File: src/rtl/score_keeper.sv
// rtl/score_keeper.sv - Arkanoid game-progress register stage: score, lives, serve delay, game over.
// Optional high-score register enabled by SCORE_KEEPER_HIGH_SCORE_EN.
module score_keeper #(
   parameter int LIVES_INIT  = 3,
   parameter int SERVE_TICKS = 2
) (
   input  logic       clk,
   input  logic       resetn,
   input  logic       tick,
   input  logic       start,
   input  logic       hit,
   input  logic [3:0] hit_points,
   input  logic       ball_lost,
   output logic [7:0] score,
   output logic [1:0] lives,
   output logic [7:0] high_score,
   output logic [1:0] state,
   output logic       ball_en,
   output logic       game_over
);

   typedef enum logic [1:0] {
      IDLE  = 2'd0,
      PLAY  = 2'd1,
      SERVE = 2'd2,
      OVER  = 2'd3
   } state_t;

   state_t     state_q, state_d;
   logic [7:0] score_q, score_d;
   logic [1:0] lives_q, lives_d;
   logic [3:0] serve_cnt_q, serve_cnt_d;
   logic       ball_en_q, game_over_q;
   logic [8:0] sum;
   logic       enter_over;

   always_comb begin
      state_d     = state_q;
      score_d     = score_q;
      lives_d     = lives_q;
      serve_cnt_d = serve_cnt_q;
      enter_over  = 1'b0;
      sum         = {1'b0, score_q} + {5'd0, hit_points};
      unique case (state_q)
         IDLE, OVER: begin
            if (start) begin
               state_d = PLAY;
               score_d = 8'd0;
               lives_d = 2'(LIVES_INIT);
            end
         end
         PLAY: begin
            if (hit)
               score_d = sum[8] ? 8'd255 : sum[7:0];
            // Loss is applied after the add so the high-score compare sees the final score.
            if (ball_lost) begin
               if (lives_q > 2'd1) begin
                  lives_d     = lives_q - 2'd1;
                  serve_cnt_d = 4'(SERVE_TICKS);
                  state_d     = SERVE;
               end else begin
                  lives_d    = 2'd0;
                  state_d    = OVER;
                  enter_over = 1'b1;
               end
            end
         end
         SERVE: begin
            if (tick) begin
               serve_cnt_d = serve_cnt_q - 4'd1;
               if (serve_cnt_q == 4'd1)
                  state_d = PLAY;
            end
         end
         default: state_d = IDLE;
      endcase
   end

   always_ff @(posedge clk or negedge resetn) begin
      if (!resetn) begin
         state_q     <= IDLE;
         score_q     <= 8'd0;
         lives_q     <= 2'd0;
         serve_cnt_q <= 4'd0;
         ball_en_q   <= 1'b0;
         game_over_q <= 1'b0;
      end else begin
         state_q     <= state_d;
         score_q     <= score_d;
         lives_q     <= lives_d;
         serve_cnt_q <= serve_cnt_d;
         ball_en_q   <= (state_d == PLAY);
         game_over_q <= (state_d == OVER);
      end
   end

`ifdef SCORE_KEEPER_HIGH_SCORE_EN
   logic [7:0] high_score_q, high_score_d;

   always_comb begin
      high_score_d = high_score_q;
      if (enter_over && (score_d > high_score_q))
         high_score_d = score_d;
   end

   always_ff @(posedge clk or negedge resetn) begin
      if (!resetn)
         high_score_q <= 8'd0;
      else
         high_score_q <= high_score_d;
   end

   assign high_score = high_score_q;
`else
   logic unused_enter_over;
   assign unused_enter_over = enter_over;
   assign high_score        = 8'd0;
`endif

   assign score     = score_q;
   assign lives     = lives_q;
   assign state     = state_q;
   assign ball_en   = ball_en_q;
   assign game_over = game_over_q;

endmodule

File: config.mk
export PLATFORM = sky130hd
export DESIGN_NAME = score_keeper
export DESIGN_NICKNAME = d
export VERILOG_FILES = /design/src/rtl/score_keeper.sv
export SDC_FILE = /design/constraint.sdc
export NUM_CORES = 1
export LEC_CHECK = 0
export ABC_AREA = 0
export CELL_PAD_IN_SITES_DETAIL_PLACEMENT = 1
export CELL_PAD_IN_SITES_GLOBAL_PLACEMENT = 2
export CORE_UTILIZATION = 28
export CTS_CLUSTER_DIAMETER = 100
export DETAILED_ROUTE_END_ITERATION = 10
export PLACE_DENSITY_LB_ADDON = 0.1
export RECOVER_POWER = 100
export SLEW_MARGIN = 20
export SYNTH_ARGS = -nofsm -noshare
export SYNTH_HDL_FRONTEND = slang
export SYNTH_SLANG_ARGS = --single-unit
File: constraint.sdc
create_clock -name clk -period 2.4 [get_ports clk]
set_input_delay 0.72 -clock clk [delete_from_list [all_inputs] [get_ports clk]]
set_output_delay 0.72 -clock clk [all_outputs]
set_load 0.02 [all_outputs]
* Word-level counts from Yosys, hierarchy flattened *
Index checks and enable logic that the tools add are counted.

operators by class
  $add $sub $neg = 3
  order comparisons = 1
  equal/unequal tests = 11
  multiplexer cells = 18
  reduce and logical (&&, ||, !) cells = 7

operators by type and width
  operator               count
  $mux W8                3
  $pmux W8 S2            1
  $mux W2                7
  $mux W4                3
  $ne A2 B2 Y1 const B   5
  $add A8 B4 Y9          1
  $pmux W4 S2            1
  $eq A2 B2 Y1 const B   3
  $pmux W2 S3            1
  $reduce_and A3 Y1      2
  $eq A2 B1 Y1 const B   2
  $eq A4 B1 Y1 const B   1
  $pmux W2 S2            1
  $reduce_and A4 Y1      1
  $reduce_bool A2 Y1     2
  $sub A4 B1 Y4 const B  1
  $gt A2 B1 Y1 const B   1
  $logic_not A2 Y1       1
  $reduce_or A2 Y1       1
  $sub A2 B1 Y2 const B  1
  $mux W1                1

word-level totals
  register bits = 18
  input port bits = 10
  output and inout port bits = 22
  word-level logic and storage cells = 46

* Depth between registers and ports, before layout *
  depth after elaboration = 5
  gate-level depth with buffers = 7

* Least setup slack after synthesis *
OpenSTA, ideal clock, no wires.

  path type = input-to-reg
  start point = input port hit_points[0]
  end point = register score_q[3] (netlist: score[3])
  setup time = 0.123 ns
  data arrival time = 2.116 ns
  setup slack = 0.162 ns
  cell stages on the path = 6
  buffers on the path = 0
  cells stage by stage = ha_1 fa_1 a211oi_1 or2_1 o21ai_1 o221a_2

on the way
  word-level cells in the longest chain between the ends = 4

ends and longest elaborated chain
  item                    RTL line  text
  start: declaration      12        input logic [3:0] hit_points,
  $add A8 B4 Y9           43        sum = {1'b0, score_q} + {5'd0, hit_points};
  $mux W8                 54        score_d = sum[8] ? 8'd255 : sum[7:0];
  $mux W8                 53        if (hit)
  $pmux W8 S2             44        unique case (state_q)
  end signal: assignment  89        score_q <= score_d;
  end: declaration        30        logic [7:0] score_q, score_d;

No other way between the ends. The select of a mux whose other input is x is not followed.
A chain may end at the register's enable or synchronous reset.

* Worst setup path in the final report *
  start point = input port hit_points[0]
  end point = register score_q[5] (netlist: score[5])

The elaborated chain is that of the path after synthesis.

==> flow_summary.toml <==
[floorplan]
dieArea_um2 = 4630
row_count = 23
ios = 32
die_h_um = 68.1
fp.coreArea_um2 = 4090
initial_core_util_pct = 29.9
die_w_um = 68.1

[synthesis]
synth-edff-count = 0
synth_common_cells = "dfrtp_1 (18), nand2_1 (12), o21ai_0 (9)"
ys_top_cells_by_area = "dfrtp_1 (37%), ha_1 (8.2%), buf_4 (4.9%), o21ai_0 (3.7%), nand2_1 (3.7%)"
synth_flop_cell = "dfrtp_1"
yosysUniqueCellTypes = 47
synth_seq_area_share_pct = 36.8
syn_avg_cell_area_um2 = 9.26
yosysWarnings = 0
syn_area_um2 = 1220
synth_top_area_share_pct = 36.8
synthCells = 132
yosysTopAreaCell = "dfrtp_1"
synthArstFlopShare_pct = 100
synth.most_common_cell = "dfrtp_1"
ys_ff_latch = 18

[hold_path]
hold_class = "reg2reg"
hp-start = "score[0]"
min_to = "score[0]"
whs_path_depth = 2

[timing]
skew_ns = 0.00282
max_freq_ghz = 0.433
setup_ws_ns = 0.0908
tightest_slew_ns = 1.06
setup-violations-final = 0
holdWs_ns = 0.528
period_share_pct = 96.2
final_hold_viol_count = 0
rsz0062_at_grt = "no"
final-max-slew-violation-count = 0
period_needed_ns = 2.31
slew_headroom_pct = 29.0

[clock_tree]
clock_path_buffers = 2
cts_root_buffer = "clkbuf_8"
clk_pin_slew_worst_paths_ns = 0.07
htreeDepth = 1
cts_buffers = 3
clock-sinks = 18
clk_latency_ns = 0.25
ctsHoldBuffers = 0
cts_tree = "yes"

[flow_run]
maxCapViolations = 0

[global_route]
busiest_layer = "met2"
grt_overflow = 0
grt_pass1_vias = 1089
grt_max_degree = 19
grt_pass1_wl_mm = 5.29
grtUsageTotal_pct = 15.2
gr-usage-met3_pct = 4.00
antenna_found_initial = 0
use_met1_pct = 19.9
gr-usage-met2_pct = 25.6

[power]
powerDensity_nw_per_um2 = 1190
p_leak_uw = 0.000745
ir_drop_mv = 0.435

[critical_path]
r2r_cells = 6
cp_max_fo = 4
startpoint_type = "primary input"
crit_arrival_ns = 2.48
critPathKind = "in2reg"
end_kind = "flop"
worstPathRequired_ns = 2.57
r2r-end = "score[3]"
r2r-start = "state[0]"
rrSetupSlack_ns = 0.41

[placed_design]
dp_slack_ns = -0.335
place.gp.congestion = 0.794
hpwl_mm = 2.42
dp_cells = 209
io_buffers = 23

[final_layout]
diodes = 0
drive_gt1_share_pct = 14.0
final_nets = 185
utilization_pct = 39.2
area_delta_synth_final_pct = 31.1
fin_cells = 214
fillCellCount = 481

[routing]
num_vias = 1094
wl_per_cell_um = 14.7
vias_per_cell = 5.11
drt_iter0_markers = 53
drt_pass1_iterations = 4
drc_errors = 0
drt_wl_total_mm = 3.14
drtAntennaViolNets = 0

[run_status]
status = "finished clean"
[per-layer routing]
layer / up-vias / wire (µm)
met5: - / 0
met4: 0 / 10
met3: 2 / 105
met2: 22 / 1560
met1: 544 / 1470
li1: 526 / -
[cell families (layout without fill, tap and decap cells)]
kind of cell,Yosys count,in the layout,share of synthesized area [%]
AND/OR/NAND/NOR,37,37,17.6
flip-flops,18,18,36.8
buffers and inverters,19,44,9.11
XOR/XNOR,2,2,1.43
adder cells (fa/ha/maj),9,9,9.83
AO/OA/AOI/OAI,46,46,24.9
other,1,8,0.307
[report_power, final]
group	total [µW]	leakage [µW]	switching [µW]	internal (µW)
clock network	206	0.0000216	94.4	111
registers	554	0.000228	133	421
logic	1150	0.000495	657	494
total	1910	0.000745	884	1030
[area by class of cell]
class	instances	area [µm²]	area share (%)
multi-input combinational	102	711	44.3
inverter	7	26.3	1.64
sequential	18	450	28.1
timing repair buffer	34	312	19.4
tap	50	62.6	3.90
clock buffer	3	41.3	2.58
[worst max-delay path, stage by stage]
cell	delay, ns
clkdlybuf4s50_1	0.41
ha_2	0.20
clkbuf_4	0.13
buf_4	0.12
a21o_1	0.20
a221o_1	0.35
and4b_1	0.19
nor3_1	0.15
[registers in the layout, indices dropped and copies added (netlist names)]
name,flops
serve_cnt_q,4
score,8
game_over,1
lives,2
ball_en,1
state,2
[layout by cell type, fill, tap and decap left out, types with 2 or more instances in the layout]
cell type         n
o21a_1            2
dlygate4sd3_1    17
inv_1             7
a41oi_1           2
clkbuf_8          3
buf_4             9
conb_1            8
nand2_1          12
nand2b_1          4
o21ai_1           6
nor2_1            6
o211ai_1          2
dfrtp_1          18
clkdlybuf4s50_1   5
a21oi_1           6
ha_1              7
o21ai_0          10
a21o_1            3
nand3b_1          2
[worst max path at each step]
stage                              from  endpoint  slack (ns)  cells after the start
after detailed placement  hit_points[0]  score[3]       -0.34                      7
final                     hit_points[0]  score[5]        0.09                      8
after CTS                 hit_points[0]  score[6]        0.01                      8
after global routing      hit_points[0]  score[6]        0.03                      8
after global placement    hit_points[0]  score[3]       -0.32                      7
after floorplan           hit_points[0]  score[3]        0.16                      6
[stage by stage]
| step | power, µW | cell area [µm²] | TNS [ns] |
|---|---|---|---|
| finish | 1910 | 1600 | 0 |
| global route | 2100 | 1600 | 0 |
| CTS | 1960 | 1590 | 0 |
| detailed placement | 1720 | 1520 | -2.15 |
| global placement | 1680 | 1520 | -2.12 |
| floorplan | 1340 | 1250 | 0 |
[repair_timing]
item | 4_1_cts | 5_1_grt
buffers inserted | 1 | 1
cloned | 0 | 0
pin swaps | 2 | 5
setup endpoints to repair | 4 | 5
resized for setup | 4 | 3
(Power assumes the default switching activity.)
